File: config.mk
export PLATFORM = sky130hd
export DESIGN_NAME = jtmx5k_gfxrom_cache
export DESIGN_NICKNAME = d
export VERILOG_FILES = /design/src/rtl/jtmx5k_pkg.sv /design/src/rtl/jtmx5k_cache_entry.sv /design/src/rtl/jtmx5k_gfxrom_cache.sv
export SDC_FILE = /design/constraint.sdc
export NUM_CORES = 1
export LEC_CHECK = 0
export BUFFER_PORTS_ARGS = -buffer_cell sky130_fd_sc_hd__buf_2
export CORE_MARGIN = 4
export CORE_UTILIZATION = 25
export DETAILED_ROUTE_END_ITERATION = 10
export PLACE_DENSITY = 0.42
export SYNTH_ARGS = -nofsm -noshare
export SYNTH_HDL_FRONTEND = slang
export SYNTH_SLANG_ARGS = --single-unit
File: constraint.sdc
create_clock -name clk -period 4.7 [get_ports clk]
set_input_delay 0.705 -clock clk [delete_from_list [all_inputs] [get_ports clk]]
set_output_delay 0.705 -clock clk [all_outputs]
set_load 0.02 [all_outputs]
File: src/rtl/jtmx5k_pkg.sv
// Shared definitions for the MX5000 gfx1 ROM cache.
//   state_e    : transaction FSM encoding (IDLE/REQ/WAIT)
//   NumEntries : number of fully-associative cache entries
package jtmx5k_pkg;

  typedef enum logic [1:0] {
    StIdle = 2'd0,
    StReq  = 2'd1,
    StWait = 2'd2
  } state_e;

  localparam int unsigned NumEntries = 2;

endpackage

File: src/rtl/jtmx5k_cache_entry.sv
// One cache line: valid bit, word tag and data word.
// Ports:
//   clk, rst   : clock, asynchronous active-high reset (clears valid/tag/data)
//   inval      : clear valid at the next edge (wins over fill)
//   fill       : load fill_tag/fill_data and set valid
//   cmp_addr   : address compared against the stored tag
//   valid, tag, data : stored contents
//   match      : valid && tag == cmp_addr
module jtmx5k_cache_entry #(
  parameter int unsigned AW = 18,
  parameter int unsigned DW = 16
) (
  input  logic          clk,
  input  logic          rst,
  input  logic          inval,
  input  logic          fill,
  input  logic [AW-1:0] fill_tag,
  input  logic [DW-1:0] fill_data,
  input  logic [AW-1:0] cmp_addr,
  output logic          valid,
  output logic [AW-1:0] tag,
  output logic [DW-1:0] data,
  output logic          match
);

  always_ff @(posedge clk or posedge rst) begin
    if (rst) begin
      valid <= 1'b0;
      tag   <= '0;
      data  <= '0;
    end else if (inval) begin
      valid <= 1'b0;
    end else if (fill) begin
      valid <= 1'b1;
      tag   <= fill_tag;
      data  <= fill_data;
    end
  end

  assign match = valid && (tag == cmp_addr);

endmodule

File: src/rtl/jtmx5k_gfxrom_cache.sv
// Two-entry word cache between the gfx1 ROM port and an SDRAM read slot.
// Converts the level-style rom_cs/rom_addr request into single-word SDRAM reads.
// Ports:
//   clk, rst                 : clock, asynchronous active-high reset
//   rom_cs, rom_addr         : gfx engine request
//   rom_data, rom_ok         : combinational hit result (rom_data is 0 without a hit)
//   flush                    : one-cycle pulse, invalidates all entries
//   sdram_req, sdram_addr    : registered read request, held until sdram_ack
//   sdram_ack                : controller accepted the request
//   sdram_dst, sdram_dout    : read data strobe and data
module jtmx5k_gfxrom_cache
  import jtmx5k_pkg::*;
#(
  parameter int unsigned   AW         = 18,
  parameter int unsigned   DW         = 16,
  parameter int unsigned   SAW        = 22,
  parameter logic [SAW-1:0] ROM_OFFSET = '0
) (
  input  logic           clk,
  input  logic           rst,
  input  logic           rom_cs,
  input  logic [AW-1:0]  rom_addr,
  output logic [DW-1:0]  rom_data,
  output logic           rom_ok,
  input  logic           flush,
  output logic           sdram_req,
  output logic [SAW-1:0] sdram_addr,
  input  logic           sdram_ack,
  input  logic           sdram_dst,
  input  logic [DW-1:0]  sdram_dout
);

  state_e                 state;
  logic [AW-1:0]          req_tag;
  logic                   drop;   // fill of the in-flight fetch must be discarded
  logic                   lru;    // entry to replace on the next fill

  logic [NumEntries-1:0]  ent_valid;
  logic [NumEntries-1:0]  ent_match;
  logic [NumEntries-1:0]  ent_fill;
  logic [AW-1:0]          ent_tag  [NumEntries];
  logic [DW-1:0]          ent_data [NumEntries];

  logic [NumEntries-1:0]  hit_vec;
  logic                   hit;
  logic                   done;
  logic                   fill_go;
  logic                   fill_idx;

  for (genvar i = 0; i < NumEntries; i++) begin : g_entry
    jtmx5k_cache_entry #(
      .AW (AW),
      .DW (DW)
    ) u_entry (
      .clk       (clk),
      .rst       (rst),
      .inval     (flush),
      .fill      (ent_fill[i]),
      .fill_tag  (req_tag),
      .fill_data (sdram_dout),
      .cmp_addr  (rom_addr),
      .valid     (ent_valid[i]),
      .tag       (ent_tag[i]),
      .data      (ent_data[i]),
      .match     (ent_match[i])
    );
    assign ent_fill[i] = fill_go && (fill_idx == 1'(i));
  end

  assign hit_vec = ent_match & {NumEntries{rom_cs}};
  assign hit     = |hit_vec;
  assign rom_ok  = hit;

  always_comb begin
    rom_data = '0;
    for (int i = 0; i < NumEntries; i++) begin
      if (hit_vec[i]) rom_data = ent_data[i];
    end
  end

  // Data return either together with the ack or later while waiting
  assign done    = ((state == StReq) && sdram_ack && sdram_dst) ||
                   ((state == StWait) && sdram_dst);
  assign fill_go = done && !drop && !flush;

  // Never create a duplicate tag: refill the entry already holding req_tag
  always_comb begin
    fill_idx = lru;
    for (int i = NumEntries - 1; i >= 0; i--) begin
      if (ent_valid[i] && (ent_tag[i] == req_tag)) fill_idx = 1'(i);
    end
  end

  always_ff @(posedge clk or posedge rst) begin
    if (rst) begin
      lru <= 1'b0;
    end else if (fill_go) begin
      lru <= ~fill_idx;
    end else if (hit) begin
      lru <= hit_vec[0];  // hit on entry 0 -> replace 1 next, and vice versa
    end
  end

  always_ff @(posedge clk or posedge rst) begin
    if (rst) begin
      state      <= StIdle;
      sdram_req  <= 1'b0;
      sdram_addr <= '0;
      req_tag    <= '0;
      drop       <= 1'b0;
    end else begin
      case (state)
        StIdle: begin
          drop <= 1'b0;
          if (rom_cs && !hit && !flush) begin
            req_tag    <= rom_addr;
            sdram_addr <= ROM_OFFSET + SAW'(rom_addr);
            sdram_req  <= 1'b1;
            state      <= StReq;
          end
        end
        StReq: begin
          if (flush) drop <= 1'b1;
          if (sdram_ack) begin
            sdram_req <= 1'b0;
            if (sdram_dst) begin
              state <= StIdle;
              drop  <= 1'b0;
            end else begin
              state <= StWait;
            end
          end
        end
        StWait: begin
          if (flush) drop <= 1'b1;
          if (sdram_dst) begin
            state <= StIdle;
            drop  <= 1'b0;
          end
        end
        default: begin
          state     <= StIdle;
          sdram_req <= 1'b0;
        end
      endcase
    end
  end

endmodule
==> results of run 1 <==
## sequential cells by signal, summed over array words and instances, names as in the netlist
| signal | cells |
|---|---|
| sdram_addr | 18 |
| sdram_req | 1 |
| lru | 1 |
| drop | 1 |
| state | 2 |
| g_entry.u_entry.data | 32 |
| g_entry.u_entry.valid | 2 |
| g_entry.u_entry.tag | 36 |
## worst paths after layout
path / cells after the start / slack, ps / endpoint / from
min reg2reg: 1 / 490 / sdram_req / sdram_req
max: 9 / 1070 / rom_data[14] / rom_addr[16]
max in group asynchronous: 3 / 3090 / g_entry[0].u_entry.data[4] / rst
min: 2 / 460 / sdram_addr[7] / rst
min in group clk: 1 / 490 / sdram_req / sdram_req
max reg2reg: 7 / 1770 / g_entry[0].u_entry.data[7] / sdram_addr[17]
## cell usage after synthesis (2+ instances only)
master / instances / share of area
nor2b_1: 2 / 0.0026
a21oi_1: 6 / 0.0062
buf_2: 6 / 0.0062
inv_1: 6 / 0.0047
dfrtp_1: 93 / 0.48
ha_1: 4 / 0.010
xor2_1: 10 / 0.018
nor2_1: 6 / 0.0047
buf_4: 4 / 0.0062
xnor2_1: 62 / 0.11
o21ai_2: 9 / 0.016
o21ai_1: 10 / 0.010
a21o_1: 2 / 0.0031
nand4_1: 18 / 0.023
and3_1: 3 / 0.0039
mux2_1: 86 / 0.20
nand2_1: 38 / 0.030
clkbuf_1: 4 / 0.0031
nor4_1: 7 / 0.0091
o31a_1: 2 / 0.0036
buf_6: 2 / 0.0047
nand4b_1: 3 / 0.0054
## logic make-up after synthesis
family                     share of synthesized area
AOI/OAI and AO/OA                            0.05079
xor gates and xnor gates                      0.1306
adders and majority gates                    0.01037
buffers and inverters                        0.02721
DFF                                           0.4820
muxes                                         0.2006
other                                      0.0007767
and+or+nand+nor                              0.09770
## per-layer routing
metal | up-vias | track usage
li1 | 1560 | -
met1 | 1656 | 0.1555
met2 | 63 | 0.1945
met3 | 22 | 0.02560
met4 | 0 | 0.04846
met5 | - | 0
## per-stage QoR
step / setup WS, ps / utilization
after detailed placement: 1104 / 0.2909
after CTS: 1098 / 0.3080
after floorplan: 1472 / -
after global placement: 1095 / 0.2909
final: 1072 / 0.3081
after global routing: 925.2 / 0.3081
## power breakdown
| group | switching [mW] | internal, mW | leakage, nW |
|---|---|---|---|
| registers | 0.378 | 1.18 | 1.15 |
| logic | 0.671 | 0.647 | 1.18 |
| clock network | 0.320 | 0.458 | 0.155 |
| total | 1.37 | 2.29 | 2.49 |
## worst reg2reg max path, delay by kind of cell, from the launching register on
family / cells / cell delay, ps
mux: 1 / 380
simple gates: 2 / 540
compound gates: 2 / 780
xor+xnor: 1 / 190
flops: 1 / 460
buf+inv: 1 / 470
## placed cells by master (no fill, tap or decap), types with 2 or more instances in the layout
cell type	count
xnor2_1	62
nor2_1	6
inv_1	5
xor2_1	10
conb_1	4
nand2_1	38
o31a_1	2
nor2b_1	2
clkbuf_16	9
a21oi_1	6
nand4b_1	3
o21ai_2	9
buf_2	75
clkinv_4	2
nor4_1	7
o21ai_1	10
dfrtp_1	93
clkbuf_8	3
a21o_1	2
ha_1	4
mux2_1	86
nand4_1	18
buf_4	5
and3_1	3
## layout make-up
cell class	instances	area share
multi-input cells	287	0.4104
flip-flops and latches	93	0.4011
repair buffers	80	0.07117
well taps	260	0.05607
clock buffers	12	0.04593
clock inverters	4	0.009489
inverters	8	0.005391
diodes	1	0.0004313
==> reports/results.txt, run 1 <==
post-DP HPWL -> 9159 um
Total Die Area -> 21600 um2
initial antenna violation count -> 1
Critical Path AT -> 2920 ps
leakage power -> 2.486 nW
CP startpoint kind -> primary input
Async SR Flop Fraction -> 1.000
routed wl met2 -> 5760 um
DP Area -> 5478 um2
Distinct cells, synth -> 41
total grt overflow -> 0
gpl congestion -> 0.7995
status -> finished clean
layout cells sized above 1 -> 0.2293
global-route wire length before repair -> 20060 um
required time worst endpoint -> 3990 ps
Die H -> 147.0 um
Vias -> 3301
Non-Filler Instances -> 745
Final Cycle Share -> 0.7719
CP top delay family -> simple AND/OR/NAND/NOR gates
Top Layer Used -> met4
dpl cells -> 728
Overall Global Routing Usage -> 0.1197
Clock Sink Count -> 93
Seq/Total Area, Yosys -> 0.4820
Residual DRC -> 0
Synth Instances -> 402
crit path max fanout -> 19
worst skew pair latency -> 350 ps
Post-Syn Area -> 4828 um2
syn_area_per_cell -> 12.01 um2
fillers -> 1944
max-slew violations -> 0
Routed WL per cell -> 16.65 um
DRT Wirelength -> 12400 um
Final Cell Area -> 5802 um2
relative slew slack -> 0.2801
RSZ-0062 raised after global routing -> no
clock transition at the registers of the reported paths -> 60 ps
Worst path most repeated cell -> buf_2
Buffers on Ports -> 75
Final #Nets -> 523
cts hold-fix bufs -> 0
remaining antenna violation count -> 0
WS Path Type -> in2out
Power Density -> 629.9 nW/um2
pin count of the biggest net entering global routing -> 53
Primary FF master, synth -> dfrtp_1
Final Power -> 3.655 mW
initial DRC count -> 106
Via density -> 4.431
worst-path cell chain -> buf_2, xor2_1, or4_1, nor4_1, nor4b_4, buf_4, nand2_1, o21ai_2, buf_2
Ys Warns -> 0
Max Cap Violations -> 0
Final Hold Viols -> 0
clk root buf -> clkbuf_16
CTS Buffer Depth -> 2
Met1 Wirelength -> 5919 um
Setup Fix Bufs, Post-CTS -> 0
synthesis-stage register bit count -> 93
Die X -> 147.0 um
Tightest Pin Transition -> 1076 ps
slowest CP cell -> or4_1
Met3 Routed Length -> 420 um
number of flops mapped to enable cells by yosys -> 0
CP Capture Type -> primary output
Max Clock Skew -> 8.547 ps
final worst path period need -> 3628 ps
Max stage delay on crit path -> 520 ps
DRT Pass-1 Iters -> 6
Core Box Area -> 18830 um2
Hold WC Path Type -> in2async
CTS tree -> yes
setup violators final -> 0
TritonCTS Buffers -> 9
worst vdd ir -> 0.1873 mV
post_cts resized -> 0
Core Rows -> 50
FF+latch area -> 2327 um2
Highest Clock Rate -> 275.6 MHz
area of the multi-input gates -> 2381 um2
Setup Total Neg Slack -> 0 ps
Fin Hold WS -> 458.7 ps
CP Buf/Inv Count -> 3
# IOs -> 80
vias in the first global route -> 3585
# H-tree levels -> 3
area grow syn2layout -> 20.16%
Starting Density -> 0.2564
No activity file was read; power rests on OpenSTA's default activity.
==> run 2: changes to the inputs <==
--- a/config.mk
+++ b/config.mk
@@ -9,7 +9,7 @@
 export CORE_MARGIN = 4
 export CORE_UTILIZATION = 25
 export DETAILED_ROUTE_END_ITERATION = 10
-export PLACE_DENSITY = 0.42
+export PLACE_DENSITY = 0.43
 export SYNTH_ARGS = -nofsm -noshare
 export SYNTH_HDL_FRONTEND = slang
 export SYNTH_SLANG_ARGS = --single-unit
==> constraint.sdc (replaced) <==
create_clock -name clk -period 3 [get_ports clk]
set_input_delay 0.45 -clock clk [delete_from_list [all_inputs] [get_ports clk]]
set_output_delay 0.45 -clock clk [all_outputs]
set_load 0.02 [all_outputs]
==> reports/results.txt, run 2 (same netlist as run 1, synthesis figures left out) <==
Setup WS pre-CTS -> -5.866 ps (-1109 ps)
total grt overflow -> 0 (unchanged)
Final Hold Viols -> 0 (unchanged)
Max stage delay on crit path -> 540 ps (+20 ps)
Final Cycle Share -> 0.9935
ANT cells -> 0 (-1)
pin count of the biggest net entering global routing -> 36 (-32%)
top flop regs -> g_entry.u_entry.tag x36, g_entry.u_entry.data x32, sdram_addr x18
Total Die Area -> 21600 um2 (unchanged)
setup violators final -> 0 (unchanged)
Seq pwr share -> 0.438 (+0.011)
P_int -> 3.487 mW (+53%)
# H-tree levels -> 3 (unchanged)
DRT Wirelength -> 13020 um (+5.0%)
Routed WL per cell -> 17.20 um (+3.3%)
max-slew violations -> 0 (unchanged)
# IOs -> 80 (unchanged)
R2R Setup Slk -> 350 ps (-1420 ps)
status -> finished clean
cts hold-fix bufs -> 0 (unchanged)
Die X -> 147.0 um (unchanged)
Die H -> 147.0 um (unchanged)
Via density -> 4.483 (+1.2%)
Core Box Area -> 18830 um2 (unchanged)
Power Density -> 925.3 nW/um2 (+47%)
power share of the clock group -> 0.188 (-0.025)
Residual DRC -> 0 (unchanged)
CP Buf/Inv Count -> 3 (unchanged)
gpl congestion -> 0.8896 (+11%)
Vias -> 3394 (+2.8%)
Critical Path AT -> 2530 ps (-390 ps)
TritonCTS Buffers -> 9 (unchanged)
layout cells sized above 1 -> 0.2837 (+0.05436)
CP Capture Type -> primary output
launch point of the worst reg-to-reg path -> g_entry[0].u_entry.tag[4]
global-route wire length before repair -> 20640 um (+2.9%)
post-route setup slack -> 19.37 ps (-1053 ps)
FF-to-FF End -> sdram_addr[8]
required time worst endpoint -> 2550 ps (-1440 ps)
Fin Hold WS -> 120.6 ps (-338.2 ps)
CP top delay family -> simple AND/OR/NAND/NOR gates
area of the multi-input gates -> 2486 um2 (+4.4%)
Overall Global Routing Usage -> 0.1243 (+0.004573)
Worst path most repeated cell -> buf_4
Core Rows -> 50 (unchanged)
leakage power -> 2.662 nW (+7.1%)
relative slew slack -> 0.2748 (-0.005316)
most common cell after layout, fill and taps aside -> dfrtp_1
worst vdd ir -> 0.3173 mV (+69%)
Largest Register -> g_entry.u_entry.tag
fillers -> 1921 (-1.2%)
vias in the first global route -> 3660 (+2.1%)
initial DRC count -> 166 (+57%)
crit path from -> g_entry[0].u_entry.tag[16]
Highest Clock Rate -> 335.5 MHz
Sw Pwr -> 2.174 mW (+59%)
CP endpoint -> rom_data[3]
most frequent cells in the layout -> dfrtp_1, mux2_1, xnor2_1
Tightest Pin Transition -> 1084 ps (+7.948 ps)
worst reg2reg path depth -> 6 (-1)
Hold WC Path Type -> in2async
post-DP HPWL -> 9457 um (+3.3%)
Starting Density -> 0.2564 (unchanged)
CTS Buffer Depth -> 2 (unchanged)
worst-path cell chain -> xor2_1, or4_1, nor4_2, nor4b_4, buf_4, buf_16, nand2_2, o21ai_1, buf_4
CP startpoint kind -> flip-flop
Max Clock Skew -> 10.99 ps (+2.445 ps)
Max Cap Violations -> 0 (unchanged)
Worst path depth -> 9 (unchanged)
crit path max fanout -> 5 (-14)
Buffers on Ports -> 75 (unchanged)
remaining antenna violation count -> 0 (unchanged)
worst skew pair latency -> 350 ps (about the same)
clock transition at the registers of the reported paths -> 70 ps (about the same)
initial antenna violation count -> 1 (unchanged)
CTS tree -> yes
RSZ-0062 raised after global routing -> yes
DRT Pass-1 Iters -> 4 (-2)
logic gate share of total power -> 0.374 (+0.013)
area grow syn2layout -> 26.72%
WS Path Type -> reg2out
final worst path period need -> 2981 ps
max FFs per register -> 36 (unchanged)
clk root buf -> clkbuf_16
Sw Ratio -> 0.3841 (+0.009490)
slowest CP cell -> or4_1
Final #Nets -> 538 (+2.9%)
FF+latch area -> 2327 um2 (unchanged)
Clock Sink Count -> 93 (unchanged)
## run 2: how the worst min path moves through the flow
| stage | start | endpoint | slack, ps | cells after the start |
|---|---|---|---|---|
| final | rst | g_entry[0].u_entry.tag[15] | 120 | 2 |
| after global routing | rst | g_entry[0].u_entry.tag[15] | 170 | 2 |
| after CTS | rst | g_entry[0].u_entry.tag[15] | 150 | 2 |
| after detailed placement | g_entry[0].u_entry.data[8] | g_entry[0].u_entry.data[8] | 480 | 1 |
| after global placement | g_entry[1].u_entry.data[0] | g_entry[1].u_entry.data[0] | 470 | 1 |
| after floorplan | drop | drop | 460 | 2 |
## run 2: per-layer routing
metal	track usage	vias to the layer above	wire, um	part of all wire
met4	0.03681	2	178	0.014
met2	0.2044	60	6387	0.49
met3	0.02838	12	431	0.033
li1	-	1586	-	-
met1	0.1639	1734	6003	0.46
met5	0	-	20	0.0015
## run 2: layout make-up
class	instances	area share
Multi-Input combinational cell	287	0.4063
Sequential cell	93	0.3804
Timing Repair Buffer	95	0.1115
Tap cell	260	0.05317
Clock buffer	12	0.04192
Inverter	8	0.005112
Clock inverter	2	0.001636
## run 2: stage by stage
step	setup TNS, ps	total power, mW	utilization	std cells	cell area, um2
CTS	-0.6757	5.721	0.3175	756	5979
detailed placement	-5.866	4.590	0.2938	732	5533
global placement	0	4.532	0.2938	732	5533
floorplan	0	3.863	-	405	4840
global route	-1900	6.068	0.3249	757	6118
finish	0	5.661	0.3249	757	6118
## run 2: what timing repair did
action / CTS / global route
gates cloned: 3 / 0
endpoints found under the setup margin: 17 / 17
gates resized for setup: 19 / 39
buffers inserted: 8 / 1
pin swaps: 6 / 15
## run 2: power by group through the flow
stage	Combinational (mW)	Clock, mW	Sequential, mW
after CTS	2.14	1.12	2.46
after global placement	2.08	0	2.46
after global routing	2.32	1.16	2.58
final	2.12	1.06	2.48
after floorplan	1.36	0	2.50
after detailed placement	2.10	0	2.49
==> run 3: changes to the inputs <==
--- a/config.mk
+++ b/config.mk
@@ -5,6 +5,7 @@
 export SDC_FILE = /design/constraint.sdc
 export NUM_CORES = 1
 export LEC_CHECK = 0
+export ABC_AREA = 1
 export BUFFER_PORTS_ARGS = -buffer_cell sky130_fd_sc_hd__buf_2
 export CORE_MARGIN = 4
 export CORE_UTILIZATION = 25
==> reports/results.txt, run 3 <==
number of flops mapped to enable cells by yosys -> 0 (unchanged)
most frequent cells after synthesis -> nand2_1, inv_1, dfrtp_1
final worst path period need -> 2740 ps (-240.5 ps)
Core Box Area -> 20300 um2 (+7.8%)
Routed WL per cell -> 15.74 um (-8.5%)
layout cells sized above 1 -> 0.1493 (-0.1344)
setup violators final -> 0 (unchanged)
RSZ-0062 raised after global routing -> no
worst vdd ir -> 0.3850 mV (+21%)
ANT cells -> 0 (unchanged)
Setup Total Neg Slack -> 0 ps (unchanged)
global-route wire length before repair -> 27340 um (+32%)
synthesis-stage register bit count -> 93 (unchanged)
max-slew violations -> 0 (unchanged)
# H-tree levels -> 3 (unchanged)
initial antenna violation count -> 0 (-1)
vias in the first global route -> 4698 (+28%)
Starting Density -> 0.2552 (-0.001173)
DRT Wirelength -> 17110 um (+31%)
area grow syn2layout -> 19.68%
most common cell after layout, fill and taps aside -> nand2_1
synth top area cells -> dfrtp_1, nand2_1, inv_1, nand3_1, o21ai_1
Max Clock Skew -> 9.705 ps (-1.287 ps)
most common cell in the netlist -> nand2_1
Buffers on Ports -> 75 (unchanged)
WS Path Type -> reg2out
max FFs per register -> 36 (unchanged)
Post-Syn Area -> 5181 um2 (+7.3%)
TritonCTS Buffers -> 9 (unchanged)
worst skew pair latency -> 350 ps (about the same)
Power Density -> 957.1 nW/um2 (+3.4%)
Largest Register -> g_entry.u_entry.tag
Total Die Area -> 23090 um2 (+6.9%)
Async SR Flop Fraction -> 1.000 (unchanged)
Max Cap Violations -> 0 (unchanged)
Die X -> 152.0 um (+3.4%)
Overall Global Routing Usage -> 0.1494 (+0.02514)
syn_area_per_cell -> 7.021 um2 (-42%)
Core Rows -> 52 (+4.0%)
Ys Warns -> 0 (unchanged)
Critical Path AT -> 2290 ps (-240 ps)
top flop regs -> g_entry.u_entry.tag x36, g_entry.u_entry.data x32, sdram_addr x18
Highest Clock Rate -> 364.9 MHz (+8.8%)
Seq/Total Area, Yosys -> 0.4492 (-0.03282)
Final Cycle Share -> 0.9134 (-0.08015)
worst reg2reg path depth -> 13 (+7)
Hold WC Path Type -> in2async
required time worst endpoint -> 2550 ps (about the same)
remaining antenna violation count -> 0 (unchanged)
Primary FF master, synth -> dfrtp_1
FF+latch area -> 2327 um2 (unchanged)
CP Capture Type -> primary output
# IOs -> 80 (unchanged)
pin count of the biggest net entering global routing -> 57 (+58%)
DRT Pass-1 Iters -> 5 (+1)
Final #Nets -> 857 (+59%)
Yosys top cell by area -> dfrtp_1
clk root buf -> clkbuf_16
clock transition at the registers of the reported paths -> 60 ps (about the same)
total grt overflow -> 0 (unchanged)
Tightest Pin Transition -> 630.5 ps (-453.8 ps)
fillers -> 2249 (+17%)
dpl cells -> 1070 (+46%)
area of the multi-input gates -> 2306 um2 (-7.2%)
FF-to-FF End -> sdram_addr[7]
status -> finished clean
most frequent cells in the layout -> nand2_1, inv_1, dfrtp_1
Clock Sink Count -> 93 (unchanged)
Setup WS pre-CTS -> 256.6 ps (+262.5 ps)
Die H -> 152.0 um (+3.4%)
Synth Instances -> 738 (+84%)
CTS Buffer Depth -> 2 (unchanged)
CP startpoint kind -> flip-flop
initial DRC count -> 276 (+66%)
Via density -> 4.371 (-2.5%)
Non-Filler Instances -> 1087 (+44%)
top cell type's share of synthesized area -> 0.4492 (-0.03282)
launch point of the worst reg-to-reg path -> g_entry[1].u_entry.tag[7]
cts hold-fix bufs -> 0 (unchanged)
fin util -> 0.3055 (-0.01944)
CTS tree -> yes
post-DP HPWL -> 12270 um (+30%)
crit path max fanout -> 11 (+6)
Residual DRC -> 0 (unchanged)
Vias -> 4751 (+40%)
post-route setup slack -> 259.8 ps (+240.5 ps)
leakage power -> 3.327 nW (+25%)
Final Hold Viols -> 0 (unchanged)
Distinct cells, synth -> 28 (-32%)
relative slew slack -> 0.5765 (+0.3017)
R2R Setup Slk -> 740 ps (+390 ps)
gpl congestion -> 0.8453 (-5.0%)
[run 3: cell types whose count changed after synthesis, moves of 16 or more]
| cell | before | now |
|---|---|---|
| nor2_1 | 6 | 44 |
| mux2_1 | 86 | 0 |
| o21ai_1 | 10 | 36 |
| a21oi_1 | 6 | 24 |
| nand2_1 | 38 | 266 |
| nand3_1 | 0 | 66 |
| nand4_1 | 18 | 2 |
| xnor2_1 | 62 | 7 |
| o21ai_0 | 0 | 29 |
| inv_1 | 6 | 103 |
[run 3: per-stage QoR]
| step | hold slack [ps] | power (mW) | cell area (um2) |
|---|---|---|---|
| 2_1_floorplan | 441.9 | 3.841 | 5192 |
| 6_report | 144.1 | 5.935 | 6201 |
| 3_5_place_dp | 458.1 | 4.706 | 5857 |
| 4_1_cts | 150.7 | 5.986 | 6173 |
| 5_1_grt | 183.4 | 6.479 | 6201 |
| 3_3_place_gp | 455.1 | 4.709 | 5857 |
[run 3: cells by family (layout without fill, tap and decap cells)]
group	count (synthesis)	count (layout)	share of synthesized area
flip-flops	93	93	0.4492
adder cells (fa/ha/maj)	4	4	0.009660
XOR/XNOR	14	14	0.02367
buffers and inverters	139	215	0.1118
AND/OR/NAND/NOR	388	388	0.3057
other	1	4	0.0007238
AO/OA/AOI/OAI	99	99	0.09925
[run 3: area by class of cell]
cell class,instances,area share
inverters,110,0.06699
flip-flops and latches,93,0.3753
multi-input cells,509,0.3719
clock inverters,5,0.01211
repair buffers,90,0.08071
well taps,270,0.05448
clock buffers,10,0.03854
[run 3: how the worst max path moves through the flow]
stage | end | depth (start not counted) | slack [ps] | startpoint
2_1_floorplan | drop | 1 | 130 | rst
3_3_place_gp | rom_data[14] | 12 | 240 | rom_addr[9]
3_5_place_dp | rom_data[14] | 12 | 260 | rom_addr[9]
4_1_cts | rom_data[14] | 12 | 60 | g_entry[0].u_entry.tag[9]
5_1_grt | rom_data[14] | 12 | 10 | g_entry[0].u_entry.tag[9]
6_report | rom_data[14] | 12 | 260 | g_entry[1].u_entry.tag[7]
[run 3: repair_timing]
item,4_1_cts,5_1_grt
endpoints found under the setup margin,1,10
pin swaps,0,1
gates resized for setup,1,3
buffers inserted,0,2
[run 3: report_power, final]
group	switching [mW]	internal, mW
Clock	0.505	0.745
Combinational	1.48	0.812
Sequential	0.598	1.79
Total	2.58	3.35
[run 3: routing by layer]
metal  global-route usage  vias up  part of all wire
met1               0.2195     2214              0.50
met4              0.05051        0             0.016
met5                    0        -                 0
li1                     -     2429                 -
met3              0.02190       18             0.038
met2               0.2248       90              0.44
[run 3: critical path, cell delays in order, from the launching register on]
cell and delay, ps:
dfrtp_1 440, inv_1 80, nand2_1 70, nand2_1 50
nor2_1 120, nand3_1 100, nor2_1 170, nand3_2 130
nand2_4 130, buf_4 170, o21ai_0 100, a21oi_1 170
buf_2 190
